`config.mk`:
```
export PLATFORM = sky130hd
export DESIGN_NAME = rst_sequencer
export DESIGN_NICKNAME = d
export VERILOG_FILES = /design/src/rtl/clk_rst_pkg.sv /design/src/rtl/sync_bit.sv /design/src/rtl/rst_sequencer.sv
export SDC_FILE = /design/constraint.sdc
export NUM_CORES = 1
export LEC_CHECK = 0
export BUFFER_PORTS_ARGS = -buffer_cell sky130_fd_sc_hd__buf_2
export CORE_ASPECT_RATIO = 1.4
export CORE_MARGIN = 3
export CORE_UTILIZATION = 45
export DETAILED_ROUTE_END_ITERATION = 16
export GPL_TIMING_DRIVEN = 0
export SLEW_MARGIN = 0
export SYNTH_ARGS = -nofsm -noshare
export SYNTH_HDL_FRONTEND = slang
export SYNTH_HIERARCHICAL = 1
export SYNTH_SLANG_ARGS = --single-unit
export TNS_END_PERCENT = 100
```
`constraint.sdc`:
```
create_clock -name clk_in -period 2.5 [get_ports clk_in]
set_clock_uncertainty 0.15 [all_clocks]
set_input_delay 0.125 -clock clk_in [delete_from_list [all_inputs] [get_ports clk_in]]
set_output_delay 0.125 -clock clk_in [all_outputs]
set_load 0.02 [all_outputs]
```
`src/rtl/clk_rst_pkg.sv`:
```
// Shared clock/reset definitions: reset-sequencer state encoding, default timing
// and counter width.
package clk_rst_pkg;

  localparam int CNT_W           = 16;
  localparam int STABLE_CYC_DEF  = 64;
  localparam int STEP_CYC_DEF    = 16;
  localparam int HOLD_CYC_DEF    = 32;
  localparam int SYNC_STAGES_DEF = 2;

  typedef enum logic [2:0] {
    WAIT_LOCK = 3'd0,
    SETTLE    = 3'd1,
    REL_SYS   = 3'd2,
    REL_FB    = 3'd3,
    REL_PIX   = 3'd4,
    RUN       = 3'd5,
    HOLD      = 3'd6
  } seq_state_e;

  function automatic logic [7:0] sat_inc8(input logic [7:0] v);
    if (v == 8'hFF) begin
      return v;
    end else begin
      return v + 8'd1;
    end
  endfunction

endpackage

```
`src/rtl/sync_bit.sv`:
```
// Single-bit multi-stage synchronizer with async active-low reset to 0.
// Used for any level signal crossing into the local clock domain.
module sync_bit #(
  parameter int STAGES = 2
) (
  input  logic clk_i,
  input  logic rst_ni,
  input  logic d_i,
  output logic q_o
);

  if (STAGES < 2) begin : g_bad_stages
    $error("sync_bit: STAGES must be at least 2");
  end

  logic [STAGES-1:0] sync_q;

  // Shift chain; the first stage may go metastable, later stages filter it.
  always_ff @(posedge clk_i or negedge rst_ni) begin
    if (!rst_ni) begin
      sync_q <= '0;
    end else begin
      sync_q <= {sync_q[STAGES-2:0], d_i};
    end
  end

  assign q_o = sync_q[STAGES-1];

endmodule

```
`src/rtl/rst_sequencer.sv`:
```
// Power-up / recovery reset sequencer: waits for a stable PLL lock, then releases
// sys -> fb -> pix resets and video_en in order; lock loss or sw request restarts it.
module rst_sequencer
  import clk_rst_pkg::*;
#(
  parameter int STABLE_CYC  = STABLE_CYC_DEF,
  parameter int STEP_CYC    = STEP_CYC_DEF,
  parameter int HOLD_CYC    = HOLD_CYC_DEF,
  parameter int SYNC_STAGES = SYNC_STAGES_DEF
) (
  input  logic       clk_in,
  input  logic       rst,
  input  logic       pll_locked,
  input  logic       sw_rst_req,
  output logic       rst_sys_n,
  output logic       rst_fb_n,
  output logic       rst_pix_n,
  output logic       video_en,
  output logic       busy,
  output logic [2:0] state_o,
  output logic [7:0] lock_loss_cnt
);

  if (STABLE_CYC < 1 || STABLE_CYC > 65536) begin : g_bad_stable
    $error("rst_sequencer: STABLE_CYC out of range 1..65536");
  end
  if (STEP_CYC < 1 || STEP_CYC > 65536) begin : g_bad_step
    $error("rst_sequencer: STEP_CYC out of range 1..65536");
  end
  if (HOLD_CYC < 1 || HOLD_CYC > 65536) begin : g_bad_hold
    $error("rst_sequencer: HOLD_CYC out of range 1..65536");
  end

  localparam logic [CNT_W-1:0] STABLE_LAST = CNT_W'(STABLE_CYC - 1);
  localparam logic [CNT_W-1:0] STEP_LAST   = CNT_W'(STEP_CYC - 1);
  localparam logic [CNT_W-1:0] HOLD_LAST   = CNT_W'(HOLD_CYC - 1);

  logic             lock_s;
  seq_state_e       state_q, state_d;
  logic [CNT_W-1:0] cnt_q, cnt_d;
  logic [7:0]       loss_q, loss_d;
  logic             sys_q, fb_q, pix_q, video_q, busy_q;

  sync_bit #(.STAGES(SYNC_STAGES)) u_lock_sync (
    .clk_i  (clk_in),
    .rst_ni (rst),
    .d_i    (pll_locked),
    .q_o    (lock_s)
  );

  // Next-state logic; the counter restarts from zero on every state change.
  always_comb begin
    state_d = state_q;
    cnt_d   = cnt_q;
    loss_d  = loss_q;
    case (state_q)
      WAIT_LOCK: begin
        cnt_d = '0;
        if (lock_s) begin
          state_d = SETTLE;
        end else begin
          state_d = WAIT_LOCK;
        end
      end
      SETTLE: begin
        if (!lock_s) begin
          state_d = WAIT_LOCK;
          cnt_d   = '0;
        end else if (cnt_q == STABLE_LAST) begin
          state_d = REL_SYS;
          cnt_d   = '0;
        end else begin
          cnt_d = cnt_q + 16'd1;
        end
      end
      REL_SYS, REL_FB, REL_PIX, RUN: begin
        if (!lock_s || sw_rst_req) begin
          state_d = HOLD;
          cnt_d   = '0;
          if (!lock_s) begin
            loss_d = sat_inc8(loss_q);
          end else begin
            loss_d = loss_q;
          end
        end else if (state_q == RUN) begin
          cnt_d = '0;
        end else if (cnt_q == STEP_LAST) begin
          cnt_d = '0;
          case (state_q)
            REL_SYS: state_d = REL_FB;
            REL_FB:  state_d = REL_PIX;
            default: state_d = RUN;
          endcase
        end else begin
          cnt_d = cnt_q + 16'd1;
        end
      end
      HOLD: begin
        if (cnt_q == HOLD_LAST) begin
          state_d = WAIT_LOCK;
          cnt_d   = '0;
        end else begin
          cnt_d = cnt_q + 16'd1;
        end
      end
      default: begin
        state_d = HOLD;
        cnt_d   = '0;
      end
    endcase
  end

  // Outputs are decoded from the next state so each release lands on its transition edge.
  always_ff @(posedge clk_in or negedge rst) begin
    if (!rst) begin
      state_q <= WAIT_LOCK;
      cnt_q   <= '0;
      loss_q  <= 8'd0;
      sys_q   <= 1'b0;
      fb_q    <= 1'b0;
      pix_q   <= 1'b0;
      video_q <= 1'b0;
      busy_q  <= 1'b1;
    end else begin
      state_q <= state_d;
      cnt_q   <= cnt_d;
      loss_q  <= loss_d;
      sys_q   <= (state_d inside {REL_SYS, REL_FB, REL_PIX, RUN});
      fb_q    <= (state_d inside {REL_FB, REL_PIX, RUN});
      pix_q   <= (state_d inside {REL_PIX, RUN});
      video_q <= (state_d == RUN);
      busy_q  <= (state_d != RUN);
    end
  end

  assign rst_sys_n     = sys_q;
  assign rst_fb_n      = fb_q;
  assign rst_pix_n     = pix_q;
  assign video_en      = video_q;
  assign busy          = busy_q;
  assign state_o       = state_q;
  assign lock_loss_cnt = loss_q;

endmodule

```
==> impl_metrics.tcl <==
set metrics [dict create \
    cellPowerDensity_nw_per_um2 542.7 \
    post_cts_buffers 0 \
    yosys_most_used_dff "dfrtp_1" \
    criticalPathCategory "reg -> reg" \
    leakage_nw 0.9228 \
    grt.total_usage_pct 16.31 \
    coreArea_um2 3676 \
    synthMostInstantiatedCell "dfrtp_1" \
    crit_path_cell_trace "ha_1, and4b_1, nand4_2, o31a_1, a31oi_2, o21a_1, ha_1, inv_1" \
    netSwitchingPower_uw 235.2 \
    crit_required_ps 2580 \
    grt_pass1_wl_mm 5.761 \
    p_int_uw 863.3 \
    start_util_pct 47.41 \
    syn_to_final_growth_pct 16.15 \
    p_comb_share_pct 3.6 \
    clk_latency_ps 290 \
    status "completed" \
    switching_share_pct 21.41 \
    drc 0 \
    pwr-share-clk_pct 45.6 \
    grt_start_max_net_pins 35 \
    antenna_left 0 \
    drive_gt1_share_pct 21.24 \
    synth_nets 171 \
    cp-end-kind "register" \
    vias 1264 \
    syn_area_per_cell_um2 10.63 \
    cp-start-kind "register" \
    fp.dieW_um 58.60 \
    diodes 0 \
    worstMarginPinSlew_ps 787.7 \
    seq_area_frac_synth_pct 48.89 \
    antenna_found_initial 0 \
    dp_slack_ps 280.1 \
    clkTransAtPathRegs_ps 70 \
    h-tree-depth 2 \
    setup_tns_ps 0 \
    synth_commonest_cells "dfrtp_1 (33), nor2_1 (21), nand2_1 (17)" \
    max_slew_margin_pct 47.00 \
    postLayoutCoreUtil_pct 55.07 \
    die-area_um2 4666 \
    worst_hold_path_type "in -> reg" \
    synth_top_area_share_pct 47.38 \
    p_seq_share_pct 50.8 \
    nNetsFinal 199 \
    period_minus_slack_ps 2213 \
    synth_edf_count 0 \
    dr.first_iter.drc_count 33 \
    numClockSinks 34 \
    crit_path_max_incr_delay_ps 390 \
    hold_viol_final 0 \
    crit_top_cell "ha_1" \
    cap_violations 0 \
    syn_area_um2 1743 \
    worst-path-buf-inv 1 \
    clock_tree.buffer_depth 2 \
    cts-buffers-inserted 5 \
    ir_drop_uv 648.6 \
    final.period_utilization_pct 88.52 \
    ys_seq_elements 34 \
    ys_top_cells_by_area "dfrtp_1 (47%), xnor2_1 (6.5%), nor2_1 (4.5%)" \
    crit_family "compound AO/OA/AOI/OAI gates" \
    setup_viol 0 \
    max_freq_mhz 451.9 \
    cts_root_buf "clkbuf_8" \
    viasPerCell 5.379 \
    cts_tree "yes" \
    synth_top_area_cell "dfrtp_1" \
    crit_fanout 5 \
    ys_types 42 \
    finalWorstSetupSlack_ps 286.9 \
    syn_inst 164 \
    die_h_um 79.64 \
    slowest_stage "dfrtp_1" \
    routedWlPerCell_um 13.97 \
    rsz0062_at_grt "no" \
    grt_overflow 0 \
    dp_hpwl_mm 2.414 \
    num_rows 26 \
    slew_violations 0 \
    yosysWarnings 6 \
    ios 20 \
    grt_pass1_vias 1327 \
    crit_arrival_ps 2300 \
    place_congestion 0.7770 \
    async_reset_ff_share_pct 100.0 \
    port_buffers 19 \
    dr.pass1.iters 6 \
    postRouteWirelength_mm 3.283 \
]
power by group through the flow:
stage | logic [mW] | registers, mW | clock network, mW
final | 0.0390 | 0.558 | 0.501
after global routing | 0.0437 | 0.559 | 0.539
after CTS | 0.0402 | 0.558 | 0.518
after detailed placement | 0.0376 | 0.569 | 0
after global placement | 0.0360 | 0.568 | 0
after floorplan | 0.0176 | 0.569 | 0
cell usage in the layout, fill, tap and decap left out, drive strengths merged, types with 2 or more instances in the layout:
| cell | instances |
|---|---|
| or2 | 2 |
| nand2 | 17 |
| dlygate4sd3 | 2 |
| clkbuf | 5 |
| xor2 | 9 |
| a21oi | 2 |
| nand3 | 6 |
| ha | 3 |
| nor3b | 2 |
| a31oi | 2 |
| o21ai | 3 |
| clkinvlp | 2 |
| nor3 | 4 |
| inv | 6 |
| o21a | 2 |
| and2 | 2 |
| buf | 22 |
| nor2 | 21 |
| nor4 | 4 |
| xnor2 | 13 |
| and3 | 3 |
| dfrtp | 33 |
| nor2b | 4 |
| nand4 | 8 |
stage by stage:
stage	hold WS [ps]	power, mW	std cells	cell area, um2
floorplan	-320.6	0.5865	164	1743
global placement	68.68	0.6041	225	1891
detailed placement	84.83	0.6063	225	1891
CTS	59.81	1.116	235	2024
global route	91.20	1.142	235	2024
finish	73.51	1.099	235	2024
worst reg2reg max path: cells and delay by family (launching register included):
kind,cells,cell delay (ps)
AOI/OAI and AO/OA,3,670
and+or+nand+nor,2,450
adders and majority gates,2,440
DFF,1,390
buffers and inverters,1,50
what timing repair did:
item                                   4_1_cts  5_1_grt
gates resized for setup                      0        0
hold buffers                                 2        0
endpoints found under the hold margin       34        0
routing by layer:
metal	global-route usage [%]	routed length (um)	up-vias
li1	-	-	632
met1	17.74	1361	603
met2	29.08	1737	24
met3	4.369	124	5
met4	6.803	59	0
met5	0	0	-
sequential cells by signal, indices dropped and copies added (netlist names):
name / flops
cnt_q: 16
lock_loss_cnt: 8
state_o: 3
u_lock_sync/sync_q: 2
busy: 1
rst_fb_n: 1
rst_pix_n: 1
rst_sys_n: 1
video_en: 1
final cells by class:
| class | count | area (um2) |
|---|---|---|
| fillers | 350 | 1652 |
| flip-flops and latches | 34 | 852.1 |
| multi-input cells | 121 | 842.1 |
| repair buffers | 21 | 115.1 |
| clock buffers | 5 | 68.82 |
| well taps | 42 | 52.55 |
| clock inverters | 3 | 45.04 |
| plain buffers | 3 | 26.28 |
| inverters | 6 | 22.52 |
cells by family (layout without fill, tap and decap cells):
group / Yosys count / in the layout / synth area share [%]
compound gates: 17 / 17 / 8.974
buf+inv: 9 / 38 / 2.799
xor+xnor: 22 / 22 / 11.06
flops: 34 / 34 / 48.89
simple gates: 78 / 78 / 25.48
fa+ha+maj: 3 / 3 / 2.154
mux: 1 / 1 / 0.6460
worst paths after layout:
kind / endpoint / cells after the start / slack (ps) / startpoint
max reg2reg: rst_sys_n$_DFF_PN0_ / 8 / 290 / cnt_q[0]$_DFF_PN0_
min: video_en$_DFF_PN0_ / 4 / 70 / sw_rst_req
max: rst_sys_n$_DFF_PN0_ / 8 / 290 / cnt_q[0]$_DFF_PN0_
max in group asynchronous: cnt_q[2]$_DFF_PN0_ / 2 / 1430 / rst
min reg2reg: u_lock_sync/sync_q[1]$_DFF_PN0_ / 0 / 200 / u_lock_sync/sync_q[0]$_DFF_PN0_
min in group asynchronous: u_lock_sync/sync_q[1]$_DFF_PN0_ / 2 / 280 / rst
(Power assumes the default switching activity.)
